$ cat src/rtl/positron_pkg.sv
// ============================================================================
// positron_pkg -- shared types and posit ordering helpers for positron blocks
// Rev 1.0
// ============================================================================
`default_nettype none

package positron_pkg;

  typedef enum logic [0:0] {
    ACCUM = 1'b0,
    EMIT  = 1'b1
  } argmax_state_t;

  localparam int c_posit_max_w = 64;

  // Left-aligning both words keeps their signed order for any width up to 64.
  function automatic logic posit_gt(input logic [c_posit_max_w-1:0] a,
                                    input logic [c_posit_max_w-1:0] b,
                                    input int                       width);
    logic signed [c_posit_max_w-1:0] sa;
    logic signed [c_posit_max_w-1:0] sb;
    sa = $signed(a << (c_posit_max_w - width));
    sb = $signed(b << (c_posit_max_w - width));
    return sa > sb;
  endfunction

  function automatic logic [c_posit_max_w-1:0] posit_nar(input int width);
    return c_posit_max_w'(1) << (width - 1);
  endfunction

endpackage

`default_nettype wire

$ cat src/rtl/posit_max_cmp.sv
// ============================================================================
// posit_max_cmp -- keeps the larger of a candidate posit and the running max
// Rev 1.0
// ============================================================================
`default_nettype none

module posit_max_cmp
  import positron_pkg::*;
#(
  parameter int WIDTH = 16,
  parameter int IDX_W = 4
) (
  input  logic [WIDTH-1:0] cand_i,
  input  logic [IDX_W-1:0] cand_idx_i,
  input  logic [WIDTH-1:0] max_i,
  input  logic [IDX_W-1:0] idx_i,
  output logic [WIDTH-1:0] max_o,
  output logic [IDX_W-1:0] idx_o
);

  logic w_gt;

  // Strictly-greater only, so an equal candidate never displaces a lower index.
  assign w_gt  = posit_gt(c_posit_max_w'(cand_i), c_posit_max_w'(max_i), WIDTH);
  assign max_o = w_gt ? cand_i     : max_i;
  assign idx_o = w_gt ? cand_idx_i : idx_i;

endmodule

`default_nettype wire

$ cat src/rtl/positron_argmax.sv
// ============================================================================
// positron_argmax -- per-frame argmax over the last layer's posit stream
// Rev 1.0
// ============================================================================
`default_nettype none

module positron_argmax
  import positron_pkg::*;
#(
  parameter int NB_CLASSES  = 10,
  parameter int POSIT_WIDTH = 16,
  parameter int POSIT_ES    = 0
) (
  input  logic                          clk,
  input  logic                          rst,
  output logic                          rtr_o,
  input  logic                          rts_i,
  input  logic                          eow_i,
  input  logic [POSIT_WIDTH-1:0]        posit_i,
  input  logic                          rtr_i,
  output logic                          rts_o,
  output logic                          eow_o,
  output logic [$clog2(NB_CLASSES)-1:0] class_o,
  output logic [POSIT_WIDTH-1:0]        max_posit_o
);

  localparam int                 c_idx_w   = $clog2(NB_CLASSES);
  localparam logic [c_idx_w-1:0] c_last_wc = c_idx_w'(NB_CLASSES - 1);

  // The exponent size never affects ordering; only the legal range is checked.
  if (NB_CLASSES < 2 || POSIT_ES < 0 || POSIT_ES > POSIT_WIDTH - 2) begin : g_param_illegal
  end

  argmax_state_t            state_q, state_d;
  logic [c_idx_w-1:0]       wc_q, wc_d;
  logic [POSIT_WIDTH-1:0]   max_q, max_d;
  logic [c_idx_w-1:0]       idx_q, idx_d;
  logic                     eow_q, eow_d;
  logic [POSIT_WIDTH-1:0]   w_cmp_max;
  logic [c_idx_w-1:0]       w_cmp_idx;
  logic                     w_accept;
  logic                     w_close;

  posit_max_cmp #(
    .WIDTH (POSIT_WIDTH),
    .IDX_W (c_idx_w)
  ) u_cmp (
    .cand_i     (posit_i),
    .cand_idx_i (wc_q),
    .max_i      (max_q),
    .idx_i      (idx_q),
    .max_o      (w_cmp_max),
    .idx_o      (w_cmp_idx)
  );

  assign w_accept = rts_i && (state_q == ACCUM);
  assign w_close  = (wc_q == c_last_wc) || eow_i;

  always_comb begin
    state_d = state_q;
    wc_d    = wc_q;
    max_d   = max_q;
    idx_d   = idx_q;
    eow_d   = eow_q;
    rtr_o   = 1'b0;
    rts_o   = 1'b0;
    case (state_q)
      ACCUM: begin
        rtr_o = 1'b1;
        if (w_accept) begin
          // First word of a frame seeds the max regardless of stale contents.
          if (wc_q == '0) begin
            max_d = posit_i;
            idx_d = '0;
          end else begin
            max_d = w_cmp_max;
            idx_d = w_cmp_idx;
          end
          if (w_close) begin
            wc_d    = '0;
            eow_d   = eow_i;
            state_d = EMIT;
          end else begin
            wc_d = wc_q + c_idx_w'(1);
          end
        end
      end
      EMIT: begin
        rts_o = 1'b1;
        if (rtr_i) begin
          wc_d    = '0;
          state_d = ACCUM;
        end
      end
      default: state_d = ACCUM;
    endcase
  end

  always_ff @(posedge clk) begin
    if (rst) begin
      state_q <= ACCUM;
      wc_q    <= '0;
      max_q   <= '0;
      idx_q   <= '0;
      eow_q   <= 1'b0;
    end else begin
      state_q <= state_d;
      wc_q    <= wc_d;
      max_q   <= max_d;
      idx_q   <= idx_d;
      eow_q   <= eow_d;
    end
  end

  assign class_o     = idx_q;
  assign max_posit_o = max_q;
  assign eow_o       = eow_q;

endmodule

`default_nettype wire

$ cat config.mk
export PLATFORM = sky130hd
export DESIGN_NAME = positron_argmax
export DESIGN_NICKNAME = d
export VERILOG_FILES = /design/src/rtl/positron_pkg.sv /design/src/rtl/posit_max_cmp.sv /design/src/rtl/positron_argmax.sv
export SDC_FILE = /design/constraint.sdc
export NUM_CORES = 1
export LEC_CHECK = 0
export CORE_ASPECT_RATIO = 0.75
export CORE_MARGIN = 2
export CORE_UTILIZATION = 48
export DETAILED_ROUTE_END_ITERATION = 8
export GPL_TIMING_DRIVEN = 0
export PLACE_DENSITY = 0.79
export RECOVER_POWER = 100
export SETUP_SLACK_MARGIN = 0.3
export SLEW_MARGIN = 20
export SYNTH_ARGS = -nofsm -noshare
export SYNTH_HDL_FRONTEND = slang
export SYNTH_SLANG_ARGS = --single-unit
$ cat constraint.sdc
create_clock -name clk -period 2.8 [get_ports clk]
set_clock_uncertainty 0.15 [all_clocks]
set_input_delay 0.56 -clock clk [delete_from_list [all_inputs] [get_ports clk]]
set_output_delay 0.56 -clock clk [all_outputs]
set_load 0.05 [all_outputs]
Yosys cells after proc, flatten, opt, wreduce, memory -nomap -nowiden
Index checks and enable logic that the tools add are counted.

Flip-flop bits (word level): 26. Input port bits: 21. Logic and storage cells: 32.

Add/subtract/negate cells: 1. Order comparisons: 1. Equality and inequality tests: 3. Multiplexer cells: 14. Bitwise logic cells: 1. Reductions and logical operators: 7.

Operator list (count): $gt A64 B64 Y1 (1); $mux W16 (2); $mux W4 (5); $pmux W4 S2 (1); $reduce_and A3 Y1 (2); $mux W1 (5); $add A4 B1 Y4 const B (1); $eq A4 B4 Y1 const B (1); $logic_not A4 Y1 (1); $ne A2 B2 Y1 const B (2); $pmux W1 S2 (1); $reduce_and A2 Y1 (1); $reduce_bool A2 Y1 (1); $logic_and A1 B1 Y1 (1); $logic_or A1 B1 Y1 (1); $not A1 Y1 (1).

Longest topological paths before layout
Gate-level depths: netlist of the first run.

Depth after elaboration: 5. Mapped depth: 9. Depth with buffers taken out: 8.

By module
Synthesis of the first run repeated with hierarchy kept, for this count alone.

Cells, all modules: 228. Area total of the unflattened synthesis: 2033.2 µm².

Modules (own cells, without submodules): positron_argmax (instances 1, cells an instance 147, area each 1265.0 µm², seq. area each 520.5 µm²); posit_max_cmp (instances 1, cells an instance 81, area each 768.2 µm², seq. area each 0.0 µm²).

Least setup slack after synthesis of the first run
Ideal clock, no wire load.

Path kind: register to register. Start: register max_q[15], in the netlist max_posit_o[15]. End: register idx_q[2], in the netlist class_o[2]. Setup time: 0.072 ns. Arrival time: 2.464 ns. Setup slack: 0.114 ns. Cell stages (with the launch flop): 10. Path buffers: 1. Clock period less this slack: 2.686 ns. Cell sequence: dfxtp_1 inv_1 ha_1 nand4_2 nor4_4 o2111ai_1 and3_4 a211oi_2 buf_6 mux2i_1.

Word-level cells in the longest chain between the ends: 3.

Ends and longest elaborated chain: start: declaration (RTL line positron_argmax.sv:36) `logic [POSIT_WIDTH-1:0] max_q, max_d;`; start signal: assignment (RTL line positron_argmax.sv:109) `max_q <= max_d;`; $gt A64 B64 Y1 (RTL line positron_pkg.sv:24) `return sa > sb;`; $reduce_bool A2 Y1 (no line); $reduce_and A3 Y1 (no line); end signal: assignment (RTL line positron_argmax.sv:110) `idx_q <= idx_d;`; end: declaration (RTL line positron_argmax.sv:37) `logic [c_idx_w-1:0] idx_q, idx_d;`.

No other way between the ends. A chain may end at the register's enable or synchronous reset.

Final worst setup path of the first run
Start: input posit_i[1]. End: register max_q[13], in the netlist max_posit_o[13].

Word-level cells in the longest chain between the ends: 3.

Ends and longest elaborated chain: start: declaration (RTL line positron_argmax.sv:19) `input logic [POSIT_WIDTH-1:0] posit_i,`; $gt A64 B64 Y1 (RTL line positron_pkg.sv:24); $reduce_bool A2 Y1 (no line); $reduce_and A3 Y1 (no line).

No other way between the ends.

==> results.md, run 1 <==
- GRT Resource Usage Total: about a quarter
- Synth Area per Inst: 8.99 um^2
- CP bufs+invs: 3
- Max Slew Vio Count: 0
- First-pass GRT wire length: 7000 um
- CP Class: input port to flip-flop
- Worst Setup SP: posit_i[1]
- Register-to-Register Path Depth: 10
- Final Core Density: 77.4%
- Final number of setup-violating endpoints: 0
- Tcrit/Tclk final: between 90% and 100%
- H-tree levels: 1
- FMAX: 382 MHz
- Syn_nets: 226
- LEAKAGE: about 0.0011 uW
- ANT cells: 0
- Worst path required time: 2.87 ns
- Crit Path Max Fanout: 5
- Least-Margin Pin Slew: 0.549 ns
- Clock Sink Count: 26
- Number of synthesized register bits: 26
- Worst Setup End Kind: flip-flop
- Crit-path leading delay family: buffers and inverters
- WL/cell: between 15 and 20 um
- Worst EP arrival: ~2.7 ns
- Core Region: 3310 um^2
- Initial DRC count: 76
- Root Buffer: clkbuf_8
- Crit path capture: max_posit_o[13]$_SDFFE_PP0P_
- Setup TNS: 0 ns
- Critical path's largest stage delay: 0.35 ns
- Startpoint class of the critical path: input port
- Max-capacitance violation count: 0
- P per Cell Area: 436 nW/um^2
- Worst hold path type: flip-flop to flip-flop
- Layout fillers: 226
- Chain of cells forming the critical path: dlygate4sd2_1 > ha_1 > nor2b_1 > o2111ai_1 > buf_4 > a311oi_4 > a211oi_4 > clkbuf_2 > mux2i_1
- Placer Congestion: roughly 0.82
- Reg clk slew, reported paths: 0.10 ns
- Io pins: 44
- Die X: 72.1 um
- R2r setup slk: 0.21 ns
- Chip Height: 55.1 um
- Remaining DRCs: 0
- Netlist cell types: 34
- CTS tree: yes
- Vias in the first global route: about 1400
- Floorplan row count: 18
- Hold depth: 2
- Fin. Hold Viols: 0
- Worst r2r src: max_posit_o[11]$_SDFFE_PP0P_
- Netlist Area Pre-Place: about 1700 um^2
- Share of the yosys chip area belonging to registers: between 30% and 40%
- Antenna-violating nets left: 0
- Status: completed
- Slew HR: 63.3%
- Router iterations before antenna repair: 4
- Min Clock Period, post-route: 2.62 ns
- Overall Power: roughly 1100 uW
- Port bufs: 42
- Mapped Cells: 186
- Syn. warnings: 0
- Reg-to-reg endpoint: max_posit_o[13]$_SDFFE_PP0P_
- Peak VDD IR: 0.295 mV
- CTS Buffer Depth: 2
- Initial antenna violation count: 0
- Hold slack: 0.330 ns
- Critical Path Stages: 9
- Slowest cell on crit path: a211oi_4
- Grt ovf: 0
- Total CTS buffers: 3
- Die area: approximately 4000 um^2
- Detailed-route via count: around 1600
- Layout cell share with drive strength beyond 1: 29.4%
- Post-CTS Hold Buffers: 0
- Clk Latency, worst-skew pair: 0.29 ns
- Post-DP Area: 2160 um^2
- Vias/cell: 5.62
- Largest net degree at the start of global routing: 16
- DP HPWL: 2710 um
- Layout area overhead: 53.2%
- Post-route cell area: 2560 um^2
- Routed wire length: 5160 um
- Initial Util: 50.5%
- # nets final: 289
- RSZ-0062 raised after global routing: yes
[cells in the final DEF, fill, tap and decap left out, types with 6 or more instances in the layout]
master / synthesis / layout
nand2b_1: 39 / 39
dlygate4sd3_1: 0 / 24
mux2i_1: 19 / 19
dfxtp_1: 26 / 16
inv_1: 19 / 15
buf_4: 0 / 14
ha_4: 0 / 12
clkbuf_2: 0 / 11
a21oi_1: 11 / 9
dfxtp_2: 0 / 9
nor2_1: 8 / 8
ha_1: 19 / 6
[state kept, by name, indices dropped and copies added, names as in the netlist]
| name | count |
|---|---|
| class_o | 4 |
| eow_o | 1 |
| max_posit_o | 16 |
| state_q | 1 |
| wc_q | 4 |
[stage by stage]
step                      setup slack (ns)  instances
after floorplan                      0.302        186
after detailed placement            -0.418        268
after global placement              -0.362        268
after CTS                            0.311        278
final                                0.184        288
after global routing                 0.117        288
[metal layers]
metal | vias up | track usage, % | wire, um
li1 | 762 | - | -
met2 | 72 | 41.3 | 2350
met1 | 759 | 29.5 | 2280
met5 | - | 0 | 0
met3 | 25 | 5.43 | 302
met4 | 0 | 9.75 | 223
[worst min-delay path by stage]
stage | startpoint | to | slack, ns
finish | max_posit_o[12]$_SDFFE_PP0P_ | max_posit_o[12]$_SDFFE_PP0P_ | 0.33
global route | max_posit_o[12]$_SDFFE_PP0P_ | max_posit_o[12]$_SDFFE_PP0P_ | 0.35
CTS | max_posit_o[12]$_SDFFE_PP0P_ | max_posit_o[12]$_SDFFE_PP0P_ | 0.33
detailed placement | max_posit_o[12]$_SDFFE_PP0P_ | max_posit_o[12]$_SDFFE_PP0P_ | 0.32
global placement | class_o[3]$_SDFFE_PP0P_ | class_o[3]$_SDFFE_PP0P_ | 0.31
floorplan | wc_q[3]$_SDFFE_PP0P_ | class_o[3]$_SDFFE_PP0P_ | 0.33
[power by group]
group          internal (uW)  switching, uW
Clock                    156            132
Combinational            181            238
Sequential               392           17.6
Total                    729            388
[cells in the mapped netlist]
| cell type | count | area share [%] |
|---|---|---|
| o2111ai_1 | 1 | 0.52 |
| and4_1 | 1 | 0.52 |
| nor3b_1 | 1 | 0.45 |
| nand4_1 | 1 | 0.37 |
| nand2b_1 | 39 | 15 |
| or3_1 | 1 | 0.37 |
| a21oi_1 | 11 | 3.3 |
| o32ai_1 | 2 | 1.0 |
| dfxtp_1 | 26 | 31 |
| nor3_1 | 1 | 0.30 |
| inv_1 | 19 | 4.3 |
| o21bai_1 | 1 | 0.45 |
| nand4_2 | 2 | 1.5 |
| buf_6 | 2 | 1.3 |
| and2_1 | 1 | 0.37 |
| ha_1 | 19 | 14 |
| nor2_1 | 8 | 1.8 |
| nand3_1 | 1 | 0.30 |
| nor4_4 | 1 | 1.3 |
| a311oi_1 | 2 | 1.0 |
| a2111o_1 | 1 | 0.67 |
| clkbuf_1 | 5 | 1.1 |
| and3_4 | 1 | 0.67 |
| nand3b_1 | 1 | 0.45 |
| o221ai_1 | 1 | 0.52 |
| o21ai_1 | 1 | 0.30 |
| a211oi_2 | 1 | 0.75 |
| or2b_1 | 1 | 0.45 |
| a22oi_1 | 2 | 0.90 |
| or2_1 | 1 | 0.37 |
| o21ai_0 | 3 | 0.90 |
| mux2i_1 | 19 | 11 |
| nor2b_1 | 2 | 0.75 |
| nand2_1 | 7 | 1.6 |
[area by class of cell]
| class | count | area (um^2) | area share [%] |
|---|---|---|---|
| multi-input cells | 134 | 1310 | 51.0 |
| flip-flops and latches | 26 | 536 | 20.9 |
| repair buffers | 58 | 492 | 19.2 |
| inverters | 19 | 71.3 | 2.78 |
| well taps | 40 | 50.0 | 1.95 |
| plain buffers | 7 | 41.3 | 1.61 |
| clock buffers | 4 | 66.3 | 2.59 |
[cells by family after synthesis]
logic type                 Yosys count  synth area share [%]
AOI/OAI and AO/OA                   26                  10.4
adders and majority gates           19                  14.2
buffers and inverters               26                  6.74
DFF                                 26                  31.1
muxes                               19                  11.4
and+or+nand+nor                     70                  26.1
[worst register-to-register path, delay by kind of cell (launching register included)]
kind            cells  cell delay (ns)
flops               1             0.36
compound gates      2             0.43
mux                 1             0.21
simple gates        3             0.60
buf+inv             3             0.52
fa+ha+maj           1             0.28
[what timing repair did]
item / CTS / global route
hold endpoints to repair: 0 / 0
pin swaps: 17 / 18
buffers inserted: 4 / 10
gates resized for setup: 37 / 44
cloned: 2 / 0
endpoints found under the setup margin: 20 / 20
No activity file was read; power rests on OpenSTA's default activity.
==> inputs of run 2 (changes only) <==
Settings changed: CORE_MARGIN 2 to not set.
==> run 2 against run 1 <==
Net effect: utilization up 0.26 points; non-clock buffer count up 2; clock power down 13%; critical path depth up 1; worst hold slack better by 0.0016 ns; maximum frequency down 0.10%; largest power group is now registers; global-route usage up 1.7 points; sequential share of layout area about the same; final area up 0.34%; first-iteration DRC count up 46%; power down 4.4%.
==> results.md, run 2 (synthesis gave the netlist of run 1 again) <==
- Status: completed
- Startpoint class of the critical path: input port
- Post-CTS Hold Buffers: 0
- FMAX: 382 MHz
- H-tree levels: 1
- Slowest cell on crit path: a211oi_2
- Chain of cells forming the critical path: buf_2 > ha_4 > nand2_4 > buf_6 > nor3_1 > a311oi_2 > a311oi_4 > a211oi_2 > buf_6 > mux2i_2
- GRT Resource Usage Total: 25.7%
- Slew HR: between 50% and 60%
- Router iterations before antenna repair: 4
- Worst path required time: 2.86 ns
- Die X: 70.1 um
- Critical path's largest stage delay: 0.46 ns
- RSZ-0062 raised after global routing: yes
- Root Buffer: clkbuf_8
- Vias/cell: 5.35
- First-pass GRT wire length: a little over 7000 um
- Commonest non-fill, non-tap cell in the layout: nand2b_1
- Most frequent cells in the layout: nand2b_1, dlygate4sd3_1, mux2i_1
- Io pins: 44
- ANT cells: 0
- Routed wire length: 4590 um
- # nets final: 291
- Antenna-violating nets left: 0
- Layout cell share with drive strength beyond 1: roughly a third
- Core Region: ~3300 um^2
- Least-Margin Pin Slew: 0.663 ns
- Initial antenna violation count: 0
- Total CTS buffers: 3
- LEAKAGE: around 0.0011 uW
- Setup WS pre-CTS: -0.385 ns
- CP dominant cell by count: buf_6
- Min Clock Period, post-route: 2.62 ns
- Vias in the first global route: 1485
- Tcrit/Tclk final: 93.5%
- Number of flip-flops in the largest register: 16
- Initial DRC count: 111
- Setup TNS: 0 ns
- CTS tree: yes
- DP HPWL: 2790 um
- Largest net degree at the start of global routing: 15
- Floorplan row count: 18
- CTS Buffer Depth: 2
- Placer Congestion: between 0.8 and 0.9
- Crit Path Max Fanout: 5
- CP Class: input port to flip-flop
- Worst EP arrival: roughly 2.7 ns
- Post-DP Area: 2160 um^2
- Grt ovf: 0
- Port bufs: 42
- Initial Util: 50.5%
- Clock Sink Count: 26
- Max-capacitance violation count: 0
- Max Slew Vio Count: 0
- WL/cell: 15.8 um
- Peak VDD IR: around 0.24 mV
- Clk Latency, worst-skew pair: 0.28 ns
- Chip Height: 53.1 um
- P per Cell Area: 416 nW/um^2
- Worst Setup End Kind: flip-flop
- Fin. Hold Viols: 0
- Final Core Density: 77.6%
- Die area: ~3700 um^2
- Post-route cell area: about 2600 um^2
- Worst setup slack after layout: 0.181 ns
- Final number of setup-violating endpoints: 0
- Layout area overhead: 53.7%
- Reg clk slew, reported paths: approximately 0.1 ns
- Worst hold path type: flip-flop to flip-flop
- Remaining DRCs: 0
- Detailed-route via count: 1551
==> run 2: changes by cell type in the layout (fill, tap and decap cells not counted), sizes merged <==
cell,previous run,this run
clkdlybuf4s15,0,1
clkbuf,20,13
buf,17,27
dlymetal6s2s,2,3
dlygate4sd2,4,1
==> run 2: final cells by class <==
class	count	area, um^2
Buffer	7	41.3
Clock buffer	4	55.1
Fill cell	220	741
Inverter	19	71.3
Multi-Input combinational cell	134	1280
Sequential cell	26	537
Tap cell	40	50.0
Timing Repair Buffer	60	533
==> run 2: report_power, final <==
group / leakage [uW] / switching, uW / internal [uW]
registers: 0.000217 / 17.4 / 393
logic: 0.000822 / 225 / 183
clock network: 0.0000288 / 125 / 126
total: 0.00107 / 367 / 701
==> run 2: through the flow <==
step	power, uW	instances	hold slack (ns)
2_1_floorplan	625	186	0.333
3_3_place_gp	724	268	0.313
3_5_place_dp	728	268	0.317
4_1_cts	1040	281	0.332
5_1_grt	1120	290	0.353
6_report	1070	290	0.332
==> run 2: what timing repair did <==
action / CTS / global route
pin swaps: 16 / 22
gates resized for setup: 46 / 48
hold endpoints to repair: 0 / 0
cloned: 2 / 0
setup endpoints to repair: 20 / 20
buffers inserted: 7 / 9
==> run 2: layer usage <==
layer	routed length [um]	global-route usage [%]
met5	0	0
met4	59	9.00
met3	232	5.14
met2	2230	46.3
met1	2070	30.9
==> run 2: final timing paths <==
path / slack (ns) / endpoint / cells after the start / from
max reg2reg: 0.19 / max_posit_o[2]$_SDFFE_PP0P_ / 9 / max_posit_o[11]$_SDFFE_PP0P_
min reg2reg: 0.33 / class_o[3]$_SDFFE_PP0P_ / 2 / class_o[3]$_SDFFE_PP0P_
min: 0.33 / class_o[3]$_SDFFE_PP0P_ / 2 / class_o[3]$_SDFFE_PP0P_
max: 0.18 / max_posit_o[2]$_SDFFE_PP0P_ / 10 / posit_i[13]
==> run 2: worst max-delay path, delay by kind of cell <==
family	cells	cell delay [ns]
compound gates	3	1.07
mux	1	0.21
simple gates	2	0.15
fa+ha+maj	1	0.25
buf+inv	3	0.43
==> inputs of run 3 (changes only) <==
Settings changed: GPL_TIMING_DRIVEN 0 to not set, SLEW_MARGIN 20 to not set.
==> run 3 against run 2 <==
Net effect: setup slack better by 0.011 ns; critical endpoint is now max_posit_o[7]$_SDFFE_PP0P_; first-iteration DRC count shrank 36%; register-to-register slack hardly changed; final area down 1.1%; sequential cell count unchanged; global-route usage down 0.27 points; die area unchanged.
==> results.md, run 3 (synthesis gave the netlist of run 1 again) <==
- Core Region: approximately 3300 um^2
- Worst Setup End Kind: flip-flop
- Chip Height: 53.1 um
- Remaining DRCs: 0
- RSZ-0062 raised after global routing: yes
- CP Class: input port to flip-flop
- # nets final: 287
- Overall Power: about 1100 uW
- ANT cells: 0
- Min Clock Period, post-route: ~2.6 ns
- Reg clk slew, reported paths: about 0.10 ns
- LEAKAGE: 0.00105 uW
- Worst path required time: 2.85 ns
- Worst EP arrival: approximately 2.7 ns
- Max Slew Vio Count: 0
- Initial DRC count: slightly above 70
- Commonest non-fill, non-tap cell in the layout: nand2b_1
- Die X: approximately 70 um
- Slowest cell on crit path: a311oi_1
- Crit path capture: max_posit_o[7]$_SDFFE_PP0P_
- Tcrit/Tclk final: approximately 93%
- Router iterations before antenna repair: 4
- Floorplan row count: 18
- GRT Resource Usage Total: 25.4%
- P per Cell Area: 430 nW/um^2
- CTS tree: yes
- Post-CTS Hold Buffers: 0
- Vias/cell: approximately 5.5
- Chain of cells forming the critical path: clkbuf_2 > ha_4 > nand4_4 > nor4_4 > o2111ai_2 > buf_4 > a311oi_1 > a211oi_4 > buf_6 > mux2i_1
- Antenna-violating nets left: 0
- Largest net degree at the start of global routing: 45
- Placer Congestion: 0.824
- Clock Sink Count: 26
- Root Buffer: clkbuf_8
- Die area: 3720 um^2
- Worst hold path type: flip-flop to flip-flop
- Final number of setup-violating endpoints: 0
- Startpoint class of the critical path: input port
- Initial Util: approximately half
- First-pass GRT wire length: 7250 um
- Critical path's largest stage delay: 0.41 ns
- Peak VDD IR: 0.288 mV
- Initial antenna violation count: 0
- DP HPWL: 2850 um
- R2r setup slk: 0.20 ns
- Worst Setup SP: posit_i[14]
- CTS Buffer Depth: 2
- Reg-to-reg endpoint: max_posit_o[7]$_SDFFE_PP0P_
- FMAX: 384 MHz
- Max-capacitance violation count: 0
- H-tree levels: 1
- WL/cell: 16.9 um
- Detailed-route via count: 1577
- Final Core Density: 76.8%
- Grt ovf: 0
- Number of flip-flops in the largest register: 16
- Layout cell share with drive strength beyond 1: 31.7%
- Vias in the first global route: 1521
- Setup TNS: 0 ns
- Slew HR: 64.4%
- Least-Margin Pin Slew: around 0.53 ns
- Total CTS buffers: 3
- Fin. Hold Viols: 0
- Clk Latency, worst-skew pair: 0.27 ns
- Io pins: 44
- Worst r2r src: max_posit_o[10]$_SDFFE_PP0P_
- Routed wire length: 4830 um
- Most frequent cells in the layout: nand2b_1, dlygate4sd3_1, mux2i_1
- Status: completed
- Register-to-Register Path Depth: 10
- Layout area overhead: 52.1%
- Crit Path Max Fanout: 8
- Port bufs: 43
-- run 3: cell types whose count changed in the layout (fill, tap and decap cells not counted), moves of 4 or more --
cell      previous run  this run
clkbuf_2             4        10
clkbuf_1             5         0
buf_6                7         3
inv_1               12        16
inv_2                7         3
-- run 3: critical path, delay by kind of cell --
family	cells	cell delay, ns
buf+inv	3	0.48
fa+ha+maj	1	0.29
mux	1	0.17
compound gates	3	0.71
simple gates	2	0.44
-- run 3: metal layers --
| layer | up-vias | part of all wire [%] | global-route usage (%) |
|---|---|---|---|
| met3 | 10 | 4.2 | 5.33 |
| li1 | 753 | - | - |
| met4 | 0 | 1.4 | 5.00 |
| met1 | 759 | 42 | 28.5 |
| met2 | 55 | 52 | 50.3 |
| met5 | - | 0 | 0 |
-- run 3: stage by stage --
step                      worst slack, ns  std cells  area [um^2]  hold slack (ns)
after floorplan                     0.302        186         1690            0.333
after global placement             -0.178        275         2230            0.310
after detailed placement           -0.316        275         2230            0.322
after CTS                           0.304        281         2530            0.338
after global routing               0.0719        286         2540            0.353
final                               0.193        286         2540            0.331
-- run 3: how the worst min path moves through the flow --
stage | startpoint | end | slack [ns] | cells after the start
after floorplan | wc_q[3]$_SDFFE_PP0P_ | class_o[3]$_SDFFE_PP0P_ | 0.33 | 2
after CTS | max_posit_o[10]$_SDFFE_PP0P_ | max_posit_o[10]$_SDFFE_PP0P_ | 0.34 | 2
final | class_o[2]$_SDFFE_PP0P_ | class_o[2]$_SDFFE_PP0P_ | 0.33 | 2
after detailed placement | max_posit_o[10]$_SDFFE_PP0P_ | max_posit_o[10]$_SDFFE_PP0P_ | 0.32 | 2
after global placement | class_o[2]$_SDFFE_PP0P_ | class_o[2]$_SDFFE_PP0P_ | 0.31 | 2
after global routing | max_posit_o[10]$_SDFFE_PP0P_ | max_posit_o[10]$_SDFFE_PP0P_ | 0.35 | 2
-- run 3: timing repair --
| action | CTS | global route |
|---|---|---|
| pin swaps | 20 | 13 |
| hold endpoints to repair | 0 | 0 |
| endpoints found under the setup margin | 20 | 20 |
| buffers inserted | 2 | 5 |
| resized for setup | 53 | 25 |
-- run 3: final cells by class --
cell class                      count  area [um^2]
Timing Repair Buffer               63          531
Fill cell                         211          768
Inverter                           19         71.3
Clock buffer                        4         66.3
Sequential cell                    26          538
Tap cell                           40         50.0
Multi-Input combinational cell    134         1290
-- run 3: where the power goes --
group          switching, uW  internal [uW]
Sequential              17.9            393
Clock                    127            156
Combinational            223            176
